==> config.mk <==
export PLATFORM = sky130hd
export DESIGN_NAME = rx_packet_ctrl_flat
export DESIGN_NICKNAME = d
export VERILOG_FILES = /design/src/rtl/uart_pkt_pkg.sv /design/src/rtl/rx_packet_ctrl_if.sv /design/src/rtl/rx_idle_timer.sv /design/src/rtl/rx_packet_ctrl.sv /design/src/flat_wrapper.sv
export SDC_FILE = /design/constraint.sdc
export NUM_CORES = 1
export LEC_CHECK = 0
export ABC_AREA = 1
export BUFFER_PORTS_ARGS = -buffer_cell sky130_fd_sc_hd__buf_2
export CAP_MARGIN = 20
export CORE_MARGIN = 2
export CORE_UTILIZATION = 40
export DETAILED_ROUTE_END_ITERATION = 8
export PLACE_DENSITY = 0.56
export SKIP_CTS_REPAIR_TIMING = 1
export SLEW_MARGIN = 10
export SYNTH_ARGS = -nofsm -noshare
export SYNTH_HDL_FRONTEND = slang
export SYNTH_SLANG_ARGS = --single-unit
export TNS_END_PERCENT = 10
==> constraint.sdc <==
create_clock -name clk -period 2.19 [get_ports clk]
set_input_delay 0.5475 -clock clk [delete_from_list [all_inputs] [get_ports clk]]
set_output_delay 0.5475 -clock clk [all_outputs]
set_load 0.1 [all_outputs]
==> src/rtl/uart_pkt_pkg.sv <==
// Shared types and constants for the UART packet receive path.
`timescale 1ns/1ps
package uart_pkt_pkg;

   typedef enum logic [2:0] {
      ST_IDLE    = 3'd0,
      ST_LEN     = 3'd1,
      ST_PAYLOAD = 3'd2,
      ST_CHK     = 3'd3,
      ST_HOLD    = 3'd4
   } pkt_state_t;

   localparam logic [1:0] ERR_LEN = 2'b01;
   localparam logic [1:0] ERR_CHK = 2'b10;
   localparam logic [1:0] ERR_TMO = 2'b11;

   localparam logic [7:0] SYNC_BYTE_DEFAULT = 8'hA5;

   function automatic logic [7:0] xor_fold(input logic [7:0] acc, input logic [7:0] data);
      return acc ^ data;
   endfunction

endpackage

==> src/rtl/rx_packet_ctrl_if.sv <==
// Byte-stream input, host read port and status outputs of the packet controller.
`timescale 1ns/1ps
interface rx_packet_ctrl_if #(parameter int AW = 4);

   logic [7:0]    rx_data;
   logic          rx_finished;
   logic          pkt_ack;
   logic [AW-1:0] rd_addr;
   logic [7:0]    rd_data;
   logic          pkt_ready;
   logic [7:0]    pkt_len;
   logic          err_pulse;
   logic [1:0]    err_code;
   logic          overrun;
   logic          busy;

   modport master (
      output rx_data, rx_finished, pkt_ack, rd_addr,
      input  rd_data, pkt_ready, pkt_len, err_pulse, err_code, overrun, busy
   );

   modport slave (
      input  rx_data, rx_finished, pkt_ack, rd_addr,
      output rd_data, pkt_ready, pkt_len, err_pulse, err_code, overrun, busy
   );

endinterface

==> src/rtl/rx_idle_timer.sv <==
// Inter-byte watchdog: pulses expired when enabled for TIMEOUT_CYCLES edges without a clear.
`timescale 1ns/1ps
module rx_idle_timer #(
   parameter int TIMEOUT_CYCLES = 100000
) (
   input  logic clk,
   input  logic reset,
   input  logic clear,
   input  logic enable,
   output logic expired
);

   localparam int CW = (TIMEOUT_CYCLES > 1) ? $clog2(TIMEOUT_CYCLES) : 1;
   localparam logic [CW-1:0] LAST = CW'(TIMEOUT_CYCLES - 1);

   logic [CW-1:0] count;

   // A strobe in the threshold cycle suppresses the expiry.
   assign expired = enable && !clear && (count == LAST);

   // Idle-cycle counter, held at zero outside an open frame.
   always_ff @(posedge clk) begin
      if (!reset) begin
         count <= {CW{1'b0}};
      end else if (clear || !enable || expired) begin
         count <= {CW{1'b0}};
      end else begin
         count <= count + CW'(1);
      end
   end

endmodule

==> src/rtl/rx_packet_ctrl.sv <==
// Frames the receiver byte stream into SYNC/LEN/payload/CHK packets and holds good payloads for the host.
`timescale 1ns/1ps
module rx_packet_ctrl
   import uart_pkt_pkg::*;
#(
   parameter int         MAX_LEN        = 16,
   parameter logic [7:0] SYNC_BYTE      = SYNC_BYTE_DEFAULT,
   parameter int         TIMEOUT_CYCLES = 100000,
   localparam int        AW             = (MAX_LEN > 1) ? $clog2(MAX_LEN) : 1
) (
   input logic            clk,
   input logic            reset,
   rx_packet_ctrl_if.slave bus
);

   pkt_state_t state;
   logic [7:0] len;
   logic [7:0] run_xor;
   logic [7:0] idx;
   logic       tmo;
   logic       in_frame;
   logic       buf_we;
   logic [7:0] buffer [0:(1 << AW) - 1];

   assign in_frame = (state == ST_LEN) || (state == ST_PAYLOAD) || (state == ST_CHK);
   assign buf_we   = bus.rx_finished && (state == ST_PAYLOAD);

   rx_idle_timer #(.TIMEOUT_CYCLES(TIMEOUT_CYCLES)) u_timer (
      .clk     (clk),
      .reset   (reset),
      .clear   (bus.rx_finished),
      .enable  (in_frame),
      .expired (tmo)
   );

   // Payload storage; left unwritten outside PAYLOAD so a held packet stays frozen.
   always_ff @(posedge clk) begin
      if (buf_we) begin
         buffer[idx[AW-1:0]] <= bus.rx_data;
      end
   end

   assign bus.rd_data = buffer[bus.rd_addr];

   // Frame sequencer with registered status outputs.
   always_ff @(posedge clk) begin
      if (!reset) begin
         state         <= ST_IDLE;
         len           <= 8'd0;
         run_xor       <= 8'd0;
         idx           <= 8'd0;
         bus.pkt_ready <= 1'b0;
         bus.pkt_len   <= 8'd0;
         bus.err_pulse <= 1'b0;
         bus.err_code  <= 2'b00;
         bus.overrun   <= 1'b0;
         bus.busy      <= 1'b0;
      end else begin
         bus.err_pulse <= 1'b0;
         case (state)
            ST_IDLE: begin
               if (bus.rx_finished && (bus.rx_data == SYNC_BYTE)) begin
                  state    <= ST_LEN;
                  bus.busy <= 1'b1;
               end
            end
            ST_LEN: begin
               if (bus.rx_finished) begin
                  if ((bus.rx_data == 8'd0) || (bus.rx_data > 8'(MAX_LEN))) begin
                     state         <= ST_IDLE;
                     bus.busy      <= 1'b0;
                     bus.err_pulse <= 1'b1;
                     bus.err_code  <= ERR_LEN;
                  end else begin
                     len     <= bus.rx_data;
                     run_xor <= bus.rx_data;
                     idx     <= 8'd0;
                     state   <= ST_PAYLOAD;
                  end
               end else if (tmo) begin
                  state         <= ST_IDLE;
                  bus.busy      <= 1'b0;
                  bus.err_pulse <= 1'b1;
                  bus.err_code  <= ERR_TMO;
               end
            end
            ST_PAYLOAD: begin
               if (bus.rx_finished) begin
                  run_xor <= xor_fold(run_xor, bus.rx_data);
                  idx     <= idx + 8'd1;
                  if (idx == (len - 8'd1)) begin
                     state <= ST_CHK;
                  end
               end else if (tmo) begin
                  state         <= ST_IDLE;
                  bus.busy      <= 1'b0;
                  bus.err_pulse <= 1'b1;
                  bus.err_code  <= ERR_TMO;
               end
            end
            ST_CHK: begin
               if (bus.rx_finished) begin
                  bus.busy <= 1'b0;
                  if (bus.rx_data == run_xor) begin
                     state         <= ST_HOLD;
                     bus.pkt_ready <= 1'b1;
                     bus.pkt_len   <= len;
                  end else begin
                     state         <= ST_IDLE;
                     bus.err_pulse <= 1'b1;
                     bus.err_code  <= ERR_CHK;
                  end
               end else if (tmo) begin
                  state         <= ST_IDLE;
                  bus.busy      <= 1'b0;
                  bus.err_pulse <= 1'b1;
                  bus.err_code  <= ERR_TMO;
               end
            end
            ST_HOLD: begin
               // The ack wins over a same-cycle byte, which is then treated as an IDLE byte.
               if (bus.pkt_ack) begin
                  bus.pkt_ready <= 1'b0;
                  bus.pkt_len   <= 8'd0;
                  bus.overrun   <= 1'b0;
                  if (bus.rx_finished && (bus.rx_data == SYNC_BYTE)) begin
                     state    <= ST_LEN;
                     bus.busy <= 1'b1;
                  end else begin
                     state <= ST_IDLE;
                  end
               end else if (bus.rx_finished) begin
                  bus.overrun <= 1'b1;
               end
            end
            default: begin
               state    <= ST_IDLE;
               bus.busy <= 1'b0;
            end
         endcase
      end
   end

endmodule

==> src/flat_wrapper.sv <==
// flat-port wrapper written by rule: the top's interface ports become plain ports
module rx_packet_ctrl_flat import uart_pkt_pkg::*;
#(
   parameter int         MAX_LEN        = 16,
   parameter logic [7:0] SYNC_BYTE      = SYNC_BYTE_DEFAULT,
   parameter int         TIMEOUT_CYCLES = 100000,
   localparam int        AW             = (MAX_LEN > 1) ? $clog2(MAX_LEN) : 1
)
  (clk, reset, bus_rx_data, bus_rx_finished, bus_pkt_ack, bus_rd_addr, bus_rd_data, bus_pkt_ready, bus_pkt_len, bus_err_pulse, bus_err_code, bus_overrun, bus_busy);
  rx_packet_ctrl_if #(.AW(4)) bus_i ();
  input logic clk;
  input logic reset;
  input wire logic [$bits(bus_i.rx_data)-1:0] bus_rx_data;
  input wire logic [$bits(bus_i.rx_finished)-1:0] bus_rx_finished;
  input wire logic [$bits(bus_i.pkt_ack)-1:0] bus_pkt_ack;
  input wire logic [$bits(bus_i.rd_addr)-1:0] bus_rd_addr;
  output wire logic [$bits(bus_i.rd_data)-1:0] bus_rd_data;
  output wire logic [$bits(bus_i.pkt_ready)-1:0] bus_pkt_ready;
  output wire logic [$bits(bus_i.pkt_len)-1:0] bus_pkt_len;
  output wire logic [$bits(bus_i.err_pulse)-1:0] bus_err_pulse;
  output wire logic [$bits(bus_i.err_code)-1:0] bus_err_code;
  output wire logic [$bits(bus_i.overrun)-1:0] bus_overrun;
  output wire logic [$bits(bus_i.busy)-1:0] bus_busy;
  assign bus_i.rx_data = bus_rx_data;
  assign bus_i.rx_finished = bus_rx_finished;
  assign bus_i.pkt_ack = bus_pkt_ack;
  assign bus_i.rd_addr = bus_rd_addr;
  assign bus_rd_data = bus_i.rd_data;
  assign bus_pkt_ready = bus_i.pkt_ready;
  assign bus_pkt_len = bus_i.pkt_len;
  assign bus_err_pulse = bus_i.err_pulse;
  assign bus_err_code = bus_i.err_code;
  assign bus_overrun = bus_i.overrun;
  assign bus_busy = bus_i.busy;
  rx_packet_ctrl #(.MAX_LEN(MAX_LEN), .SYNC_BYTE(SYNC_BYTE), .TIMEOUT_CYCLES(TIMEOUT_CYCLES)) u_core (.clk(clk), .reset(reset), .bus(bus_i));
endmodule
==> flow_summary.toml, run 1 <==
[outcome]
status = "finished with violations"
violations = "setup timing"

[grt]
groute.usage.overall_pct = 18.4
antenna_found_initial = 0
grt_pass1_vias = 5685
grt_max_degree = 33
globalRouteOverflowTotal = 0
grt_first_pass_wirelength_mm = 30.9

[setup_path]
cp_slowest_cell = "o211ai_1"
reg2reg_to = "u_core.state[0]$_SDFFE_PN0P_"
crit_path_start_kind = "input port"
crit_fanout = 15
worst-setup-path-type = "in -> out"
r2r_setup_slack_ps = 480
cpPeakStageDelay_ps = 350
cp_cell_sequence = "buf_12, clkinvlp_4, buf_4, clkbuf_16, o21ai_1, o211ai_1, nand2_4, buf_12"
cp-end-kind = "output pin"
arrival_ps = 1800
critPathTopFamily = "buffers and inverters"
reg2reg_from = "u_core.len[0]$_SDFFE_PN0P_"
cp_num_buf_inv = 5
r2r_cells = 14
crit_top_cell = "buf_12"
crit_required_ps = 1640

[cts]
htreeDepth = 4
clk_pin_slew_ps = 80
insertion_delay_ps = 440
cts_root_buf = "clkbuf_16"
cts_tree = "done"
clk_path_buf_depth = 2
cts_inserted_buffers = 17
clkSinkCount = 186

[logic_synthesis]
synth_edf_count = 128
synth_common_cells = "128 x edfxtp_1, 113 x nand2_1, 90 x inv_1"
synth_largest_area_cell = "edfxtp_1"
synthTopCellsByArea = "edfxtp_1 46%, dfxtp_1 14%, nand2_1 5.0%"
synth_seq_cells = 186
async_reset_ff_share_pct = 0
synth_ff_type = "edfxtp_1"
yosysSeqAreaShare_pct = 59.5
synth_cells = 825
synth_top_cell_area_share_pct = 45.7
syn_area_sq_um = 8410
synth.avg_cell_area_sq_um = 10.2
synth_nets = 847
yosysMostFrequentCell = "edfxtp_1"
ys_types = 45
synth.yosys.warnings = 0

[drt]
drt_iter0_drc = 466
firstDrtPassIters = 5
wirelength_mm = 20.3
wl_per_cell_um = 17.0
antenna_left = 0
routed-via-count = 6056
drt-vias-per-instance = 5.06
drc = 0

[timing]
fin_skew_ps = 11.0
maxClockFrequency_mhz = 425
max_slew_margin_pct = 67.5
period_share_pct = 107
rsz0062_at_grt = "yes"
fin_crit_ps = 2350
maxSlewViolCount = 0
worstMarginPinSlew_ps = 491
setup_viol = 8
finalWorstSetupSlack_ps = -161
hold_viol_final = 0

[floorplanning]
die_h_um = 149
coreArea_sq_um = 20800
ioPinCount = 38
start_util_pct = 40.4
rows = 53
die_w_um = 149
dieArea_sq_um = 22200

[pwr]
peakVddDrop_uv = 562
power_density_nw_per_um2 = 734
p_leak_nw = 3.92
p_total_mw = 7.50

[run]
cap_violations = 0

[placement]
hpwl_mm = 13.9
post_dp_cell_area_sq_um = 9470
gp_congestion = 0.817
port_buffers = 37

[cells_and_area]
diodes = 0
design_area_sq_um = 10200
drive_above_1_share_pct = 20.5
nNetsFinal = 932
area_growth_syn_to_layout_pct = 21.5
fillers = 1941

[worst_hold_path]
min_from = "bus_pkt_ack"
min_path_cells = 4
hold_class = "in -> reg"
hold_end = "u_core.state[2]$_SDFFE_PN0P_"
-- sequential cells by signal, summed over array words and instances, names as in the netlist, 2 cells and up --
signal	flops
u_core.len	8
u_core.bus.err_code	2
u_core.state	3
u_core.run_xor	8
u_core.bus.pkt_len	8
u_core.u_timer.count	17
u_core.idx	8
u_core.buffer	128
-- final cells by class --
type,instances,area (sq um),area share (%)
sequential,186,5000,49.0
multi-input combinational,507,2950,28.9
timing repair buffer,97,930,9.10
clock buffer,18,429,4.20
inverter,101,383,3.75
tap,275,344,3.37
clock inverter,14,176,1.73
-- cell families (layout without fill, tap and decap cells) --
| kind of cell | Yosys count | after routing | share of synthesized area, % |
|---|---|---|---|
| muxes | 32 | 32 | 3.81 |
| AOI/OAI and AO/OA | 157 | 157 | 10.8 |
| buffers and inverters | 132 | 230 | 6.44 |
| adders and majority gates | 6 | 6 | 0.892 |
| and+or+nand+nor | 301 | 301 | 17.4 |
| xor gates and xnor gates | 11 | 11 | 1.15 |
| DFF | 186 | 186 | 59.5 |
-- worst max-delay path by stage --
stage,from,slack (ps),cells past startpoint,endpoint
2_1_floorplan,bus_rd_addr[0],-20,7,bus_rd_data[7]
3_3_place_gp,bus_rd_addr[1],-200,8,bus_rd_data[2]
3_5_place_dp,bus_rd_addr[0],-180,9,bus_rd_data[0]
4_1_cts,bus_rd_addr[1],-190,8,bus_rd_data[2]
5_1_grt,bus_rd_addr[1],-210,8,bus_rd_data[2]
6_report,bus_rd_addr[1],-160,8,bus_rd_data[3]
-- stage by stage --
step	TNS (ps)	setup WS, ps	std cells	utilization (%)	hold WS (ps)
floorplan	-39.1	-19.5	825	-	418
global placement	-1160	-195	1162	45.5	433
detailed placement	-1270	-184	1162	45.5	442
CTS	-1330	-190	1194	48.4	420
global route	-1460	-208	1198	49.1	460
finish	-1080	-161	1198	49.1	428
-- report_power, final --
part / internal (mW) / switching [mW]
Combinational: 0.226 / 0.397
Clock: 1.64 / 1.49
Sequential: 3.74 / 0.000188
Total: 5.61 / 1.89
-- cells in the final DEF (no fill, tap or decap), drive strengths merged --
cell type  count
clkbuf        21
xor2           7
nor3          22
clkinv         5
nor4           2
nand4         15
ha             6
a31oi          2
nand3b         1
nor2          83
o21bai         1
nand2        120
inv          106
xnor2          4
dfxtp         58
edfxtp       128
bufinv         1
o21a           1
mux2i         32
buf           94
or2            1
a211oi         1
clkinvlp       3
a21oi         55
o22ai          7
nand3         44
and2           1
and3           8
o211ai        33
nor3b          4
o21ai         57
-- per-layer routing --
metal / wire, um / global-route usage (%) / vias up
li1: - / - / 3032
met1: 9070 / 24.4 / 2863
met2: 10100 / 31.1 / 136
met3: 846 / 3.12 / 25
met4: 340 / 5.38 / 0
met5: 0 / 0 / -
-- worst reg2reg max path, delay by kind of cell (launching register included) --
family / cells / cell delay, ps
buffers and inverters: 1 / 180
AND/OR/NAND/NOR: 12 / 910
flip-flops: 1 / 310
adder cells (fa/ha/maj): 1 / 250
No activity file was read; power rests on OpenSTA's default activity.
==> inputs of run 2 (changes only) <==
--- a/config.mk
+++ b/config.mk
@@ -17,4 +17,4 @@
 export SYNTH_ARGS = -nofsm -noshare
 export SYNTH_HDL_FRONTEND = slang
 export SYNTH_SLANG_ARGS = --single-unit
-export TNS_END_PERCENT = 10
+export TNS_END_PERCENT = 1
==> constraint.sdc (replaced) <==
create_clock -name clk -period 2.2 [get_ports clk]
set_input_delay 0.55 -clock clk [delete_from_list [all_inputs] [get_ports clk]]
set_output_delay 0.55 -clock clk [all_outputs]
set_load 0.1 [all_outputs]
==> run 2 against run 1 <==
  * The run still ends with setup timing left
  * Worst hold slack gained 9.7 ps
  * Global-route usage rose by 0.34 points
  * Die area did not move
  * Utilization rose by 0.88 points
  * Cell area up 1.8%
  * Largest cell class unchanged
  * Largest power group unchanged
  * Highest routed layer unchanged
==> flow_summary.toml, run 2 (synthesized netlist as in run 1, its figures left out) <==
[placement]
port_buffers = 37
post_dp_cell_area_sq_um = 9470
hpwl_mm = 14.0
gp_congestion = 0.819
place_ws_ps = -176

[floorplanning]
rows = 53
dieArea_sq_um = 22200
die_h_um = 149
ioPinCount = 38
start_util_pct = 40.4
die_w_um = 149
coreArea_sq_um = 20800

[setup_path]
arrival_ps = 1730
crit_fanout = 16
crit_path_start_kind = "input port"
cp-end-kind = "output pin"
crit_required_ps = 1650
worst-setup-path-type = "in -> out"

[cts]
clk_pin_slew_ps = 80
insertion_delay_ps = 440
clkSinkCount = 186
cts_tree = "done"
cts_inserted_buffers = 17
htreeDepth = 4
clk_path_buf_depth = 2
cts_root_buf = "clkbuf_16"

[timing]
fin_skew_ps = 11.1
worstMarginPinSlew_ps = 489
maxSlewViolCount = 0
max_slew_margin_pct = 67.6
fin_hold_ws_ps = 438
maxClockFrequency_mhz = 439
finalWorstSetupSlack_ps = -78.3
tns_ps = -401
hold_viol_final = 0
rsz0062_at_grt = "yes"
setup_viol = 8
fin_crit_ps = 2280
period_share_pct = 104

[grt]
globalRouteOverflowTotal = 0
grt_pass1_vias = 5729
grt_max_degree = 33
antenna_found_initial = 0
groute.usage.overall_pct = 18.7
grt_first_pass_wirelength_mm = 31.5

[outcome]
status = "finished with violations"
violations = "setup timing"

[cells_and_area]
drive_above_1_share_pct = 21.7
final_common_cell = "edfxtp_1"
design_area_sq_um = 10400
area_growth_syn_to_layout_pct = 23.7
nNetsFinal = 937
most-common-layout-cells = "128 x edfxtp_1, 105 x nand2_1, 88 x inv_1"
largest_register_ffs = 128
diodes = 0

[pwr]
p_sw_mw = 1.91
p_int_mw = 5.62
power_density_nw_per_um2 = 724
p_sw_share_pct = 25.3
p_leak_nw = 4.01
peakVddDrop_uv = 538
clkPwrFrac_pct = 41.8
power_frac_seq_pct = 49.5
pwr-share-comb_pct = 8.7

[drt]
drt_iter0_drc = 438
drc = 0
wl_per_cell_um = 17.5
wirelength_mm = 21.1
firstDrtPassIters = 5
routed-via-count = 6134
antenna_left = 0
drt-vias-per-instance = 5.10

[run]
cap_violations = 0

[worst_hold_path]
hold_class = "in -> reg"
run 2: worst paths after layout:
| kind | start | to | slack (ps) | cells past startpoint |
|---|---|---|---|---|
| max reg2reg | u_core.state[1]$_SDFFE_PN0P_ | u_core.buffer[3][2]$_DFFE_PP_ | 520 | 5 |
| min reg2reg | u_core.u_timer.count[0]$_SDFF_PP0_ | u_core.u_timer.count[0]$_SDFF_PP0_ | 450 | 1 |
| min | bus_rx_data[7] | u_core.buffer[12][7]$_DFFE_PP_ | 440 | 1 |
| max | bus_rd_addr[0] | bus_rd_data[5] | -80 | 8 |
run 2: stage by stage:
step                      utilization (%)  instances  power, mW
after floorplan                         -        825       4.14
final                                50.0       1203       7.53
after CTS                            48.4       1194       7.52
after global placement               45.5       1162       4.39
after global routing                 50.0       1203       7.77
after detailed placement             45.5       1162       4.40
run 2: final cells by class:
type                       count  area (sq um)
sequential                   186          5000
multi-input combinational    507          2970
tap                          275           344
clock inverter                15           193
timing repair buffer         102          1080
fill                        1916         10400
clock buffer                  17           425
inverter                     101           384
run 2: worst max-delay path, stage by stage:
cell and delay [ps]:
clkbuf_16 150, clkbuf_16 180, a21oi_1 150, o21ai_0 100, o211ai_1 130, nand3_1 180
nand2_4 100, buf_12 170
run 2: routing by layer:
layer | global-route usage (%) | part of all wire [%] | up-vias
li1 | - | - | 3046
met1 | 25.4 | 45 | 2912
met2 | 31.0 | 48 | 146
met3 | 3.06 | 4.3 | 30
met4 | 5.86 | 2.3 | 0
met5 | 0 | 0 | -
run 2: power by group through the flow:
| stage | sequential, mW | clock (mW) | combinational (mW) |
|---|---|---|---|
| global placement | 3.81 | 0 | 0.587 |
| global route | 3.73 | 3.34 | 0.697 |
| CTS | 3.73 | 3.20 | 0.592 |
| finish | 3.73 | 3.15 | 0.658 |
| floorplan | 3.81 | 0 | 0.329 |
| detailed placement | 3.81 | 0 | 0.591 |
==> inputs of run 3 (changes only) <==
==> constraint.sdc (replaced) <==
create_clock -name clk -period 2.49 [get_ports clk]
set_input_delay 0.6225 -clock clk [delete_from_list [all_inputs] [get_ports clk]]
set_output_delay 0.6225 -clock clk [all_outputs]
set_load 0.1 [all_outputs]
==> run 3 against run 2 <==
  * The run now ends clean
  * Wire length shrank 9.6%
  * Worst setup slack gained 160 ps
  * Global-route usage shrank 0.99 points
==> flow_summary.toml, run 3 (synthesized netlist as in run 1, its figures left out) <==
[setup_path]
crit_required_ps = 1870
critPathTopFamily = "buffers and inverters"
r2r_cells = 5
cp-end-kind = "output pin"
crit_path_start_kind = "input port"
arrival_ps = 1790
crit_top_cell = "o211ai_1"
worst-setup-path-type = "in -> out"
r2r_setup_slack_ps = 750
crit_fanout = 16
cp_cell_sequence = "buf_2, inv_1, buf_6, o211ai_1, o211ai_1, nand2_2, buf_12"
reg2reg_to = "u_core.buffer[12][1]$_DFFE_PP_"
cpPeakStageDelay_ps = 270
reg2reg_from = "u_core.state[1]$_SDFFE_PN0P_"
cp_num_buf_inv = 4
startpoint = "bus_rd_addr[1]"
cp_slowest_cell = "o211ai_1"

[floorplanning]
die_w_um = 149
coreArea_sq_um = 20800
start_util_pct = 40.4
ioPinCount = 38
die_h_um = 149
dieArea_sq_um = 22200
rows = 53

[timing]
fin_hold_ws_ps = 454
fin_skew_ps = 12.3
period_share_pct = 96.9
rsz0062_at_grt = "no"
maxClockFrequency_mhz = 415
max_slew_margin_pct = 67.4
setup_viol = 0
worstMarginPinSlew_ps = 493
hold_viol_final = 0
fin_crit_ps = 2410
maxSlewViolCount = 0

[worst_hold_path]
hold_class = "reg -> reg"
hold_end = "u_core.u_timer.count[0]$_SDFF_PP0_"
min_path_cells = 1
min_from = "u_core.u_timer.count[0]$_SDFF_PP0_"

[placement]
gp_congestion = 0.839
hpwl_mm = 13.0
port_buffers = 37

[drt]
drt-vias-per-instance = 5.03
wl_per_cell_um = 16.1
wirelength_mm = 19.1
firstDrtPassIters = 4
drt_iter0_drc = 283
drc = 0
routed-via-count = 5930
antenna_left = 0

[grt]
grt_first_pass_wirelength_mm = 30.1
globalRouteOverflowTotal = 0
groute.usage.overall_pct = 17.7
grt_max_degree = 49
antenna_found_initial = 0
grt_pass1_vias = 5604

[cells_and_area]
drive_above_1_share_pct = 18.2
most-common-layout-cells = "128 x edfxtp_1, 105 x nand2_1, 90 x inv_1"
nNetsFinal = 914
largest_register_ffs = 128
area_growth_syn_to_layout_pct = 18.6
seqCellArea_sq_um = 5000
multi_input_area_sq_um = 2890
final_common_cell = "edfxtp_1"
fillers = 1946
diodes = 0

[cts]
cts_tree = "done"
clk_pin_slew_ps = 70
insertion_delay_ps = 440
clk_path_buf_depth = 2
clkSinkCount = 186
cts_inserted_buffers = 17
htreeDepth = 4
cts_root_buf = "clkbuf_16"

[pwr]
p_leak_nw = 3.80
p_total_mw = 6.51
power_density_nw_per_um2 = 652
peakVddDrop_uv = 423

[run]
cap_violations = 0

[outcome]
status = "completed"
run 3: cell type report:
type	instances	area share, %
well taps	275	3.45
clock inverters	15	1.93
inverters	101	3.80
repair buffers	79	7.41
multi-input cells	507	29.0
clock buffers	17	4.26
flip-flops and latches	186	50.2
run 3: worst max path at each step:
stage	to	slack, ps	depth (start not counted)
4_1_cts	bus_rd_data[5]	10	7
6_report	bus_rd_data[5]	80	7
5_1_grt	bus_rd_data[7]	10	8
3_3_place_gp	bus_rd_data[5]	9	7
2_1_floorplan	bus_rd_data[3]	-20	8
3_5_place_dp	bus_rd_data[5]	10	7
run 3: stage by stage:
stage	area, sq um	std cells	setup TNS (ps)	setup slack [ps]	util, %
after CTS	9910	1178	0	10.2	47.6
after floorplan	8440	825	-131	-20.9	-
after global routing	9980	1180	0	11.1	47.9
after detailed placement	9290	1146	0	14.9	44.6
after global placement	9290	1146	0	9.27	44.6
final	9980	1180	0	78.2	47.9
run 3: worst reg2reg max path, cell delays in order (launching register included):
cell     delay (ps)
dfxtp_1         430
nand3_2         200
nor2_4          300
nand2_1         190
nor2_1          120
buf_4           200
run 3: power by group:
part / switching (mW) / internal (mW) / total, mW
Clock: 1.35 / 1.37 / 2.72
Sequential: 0.000168 / 3.29 / 3.29
Combinational: 0.324 / 0.166 / 0.490
Total: 1.68 / 4.83 / 6.51
run 3: layer usage:
layer  share of wire (%)  track usage (%)  vias to the layer above
met4                 1.5             5.43                        0
met3                 3.8             3.24                       19
met2                  49             29.6                       83
met5                   0                0                        -
li1                    -                -                     3003
met1                  45             23.6                     2825
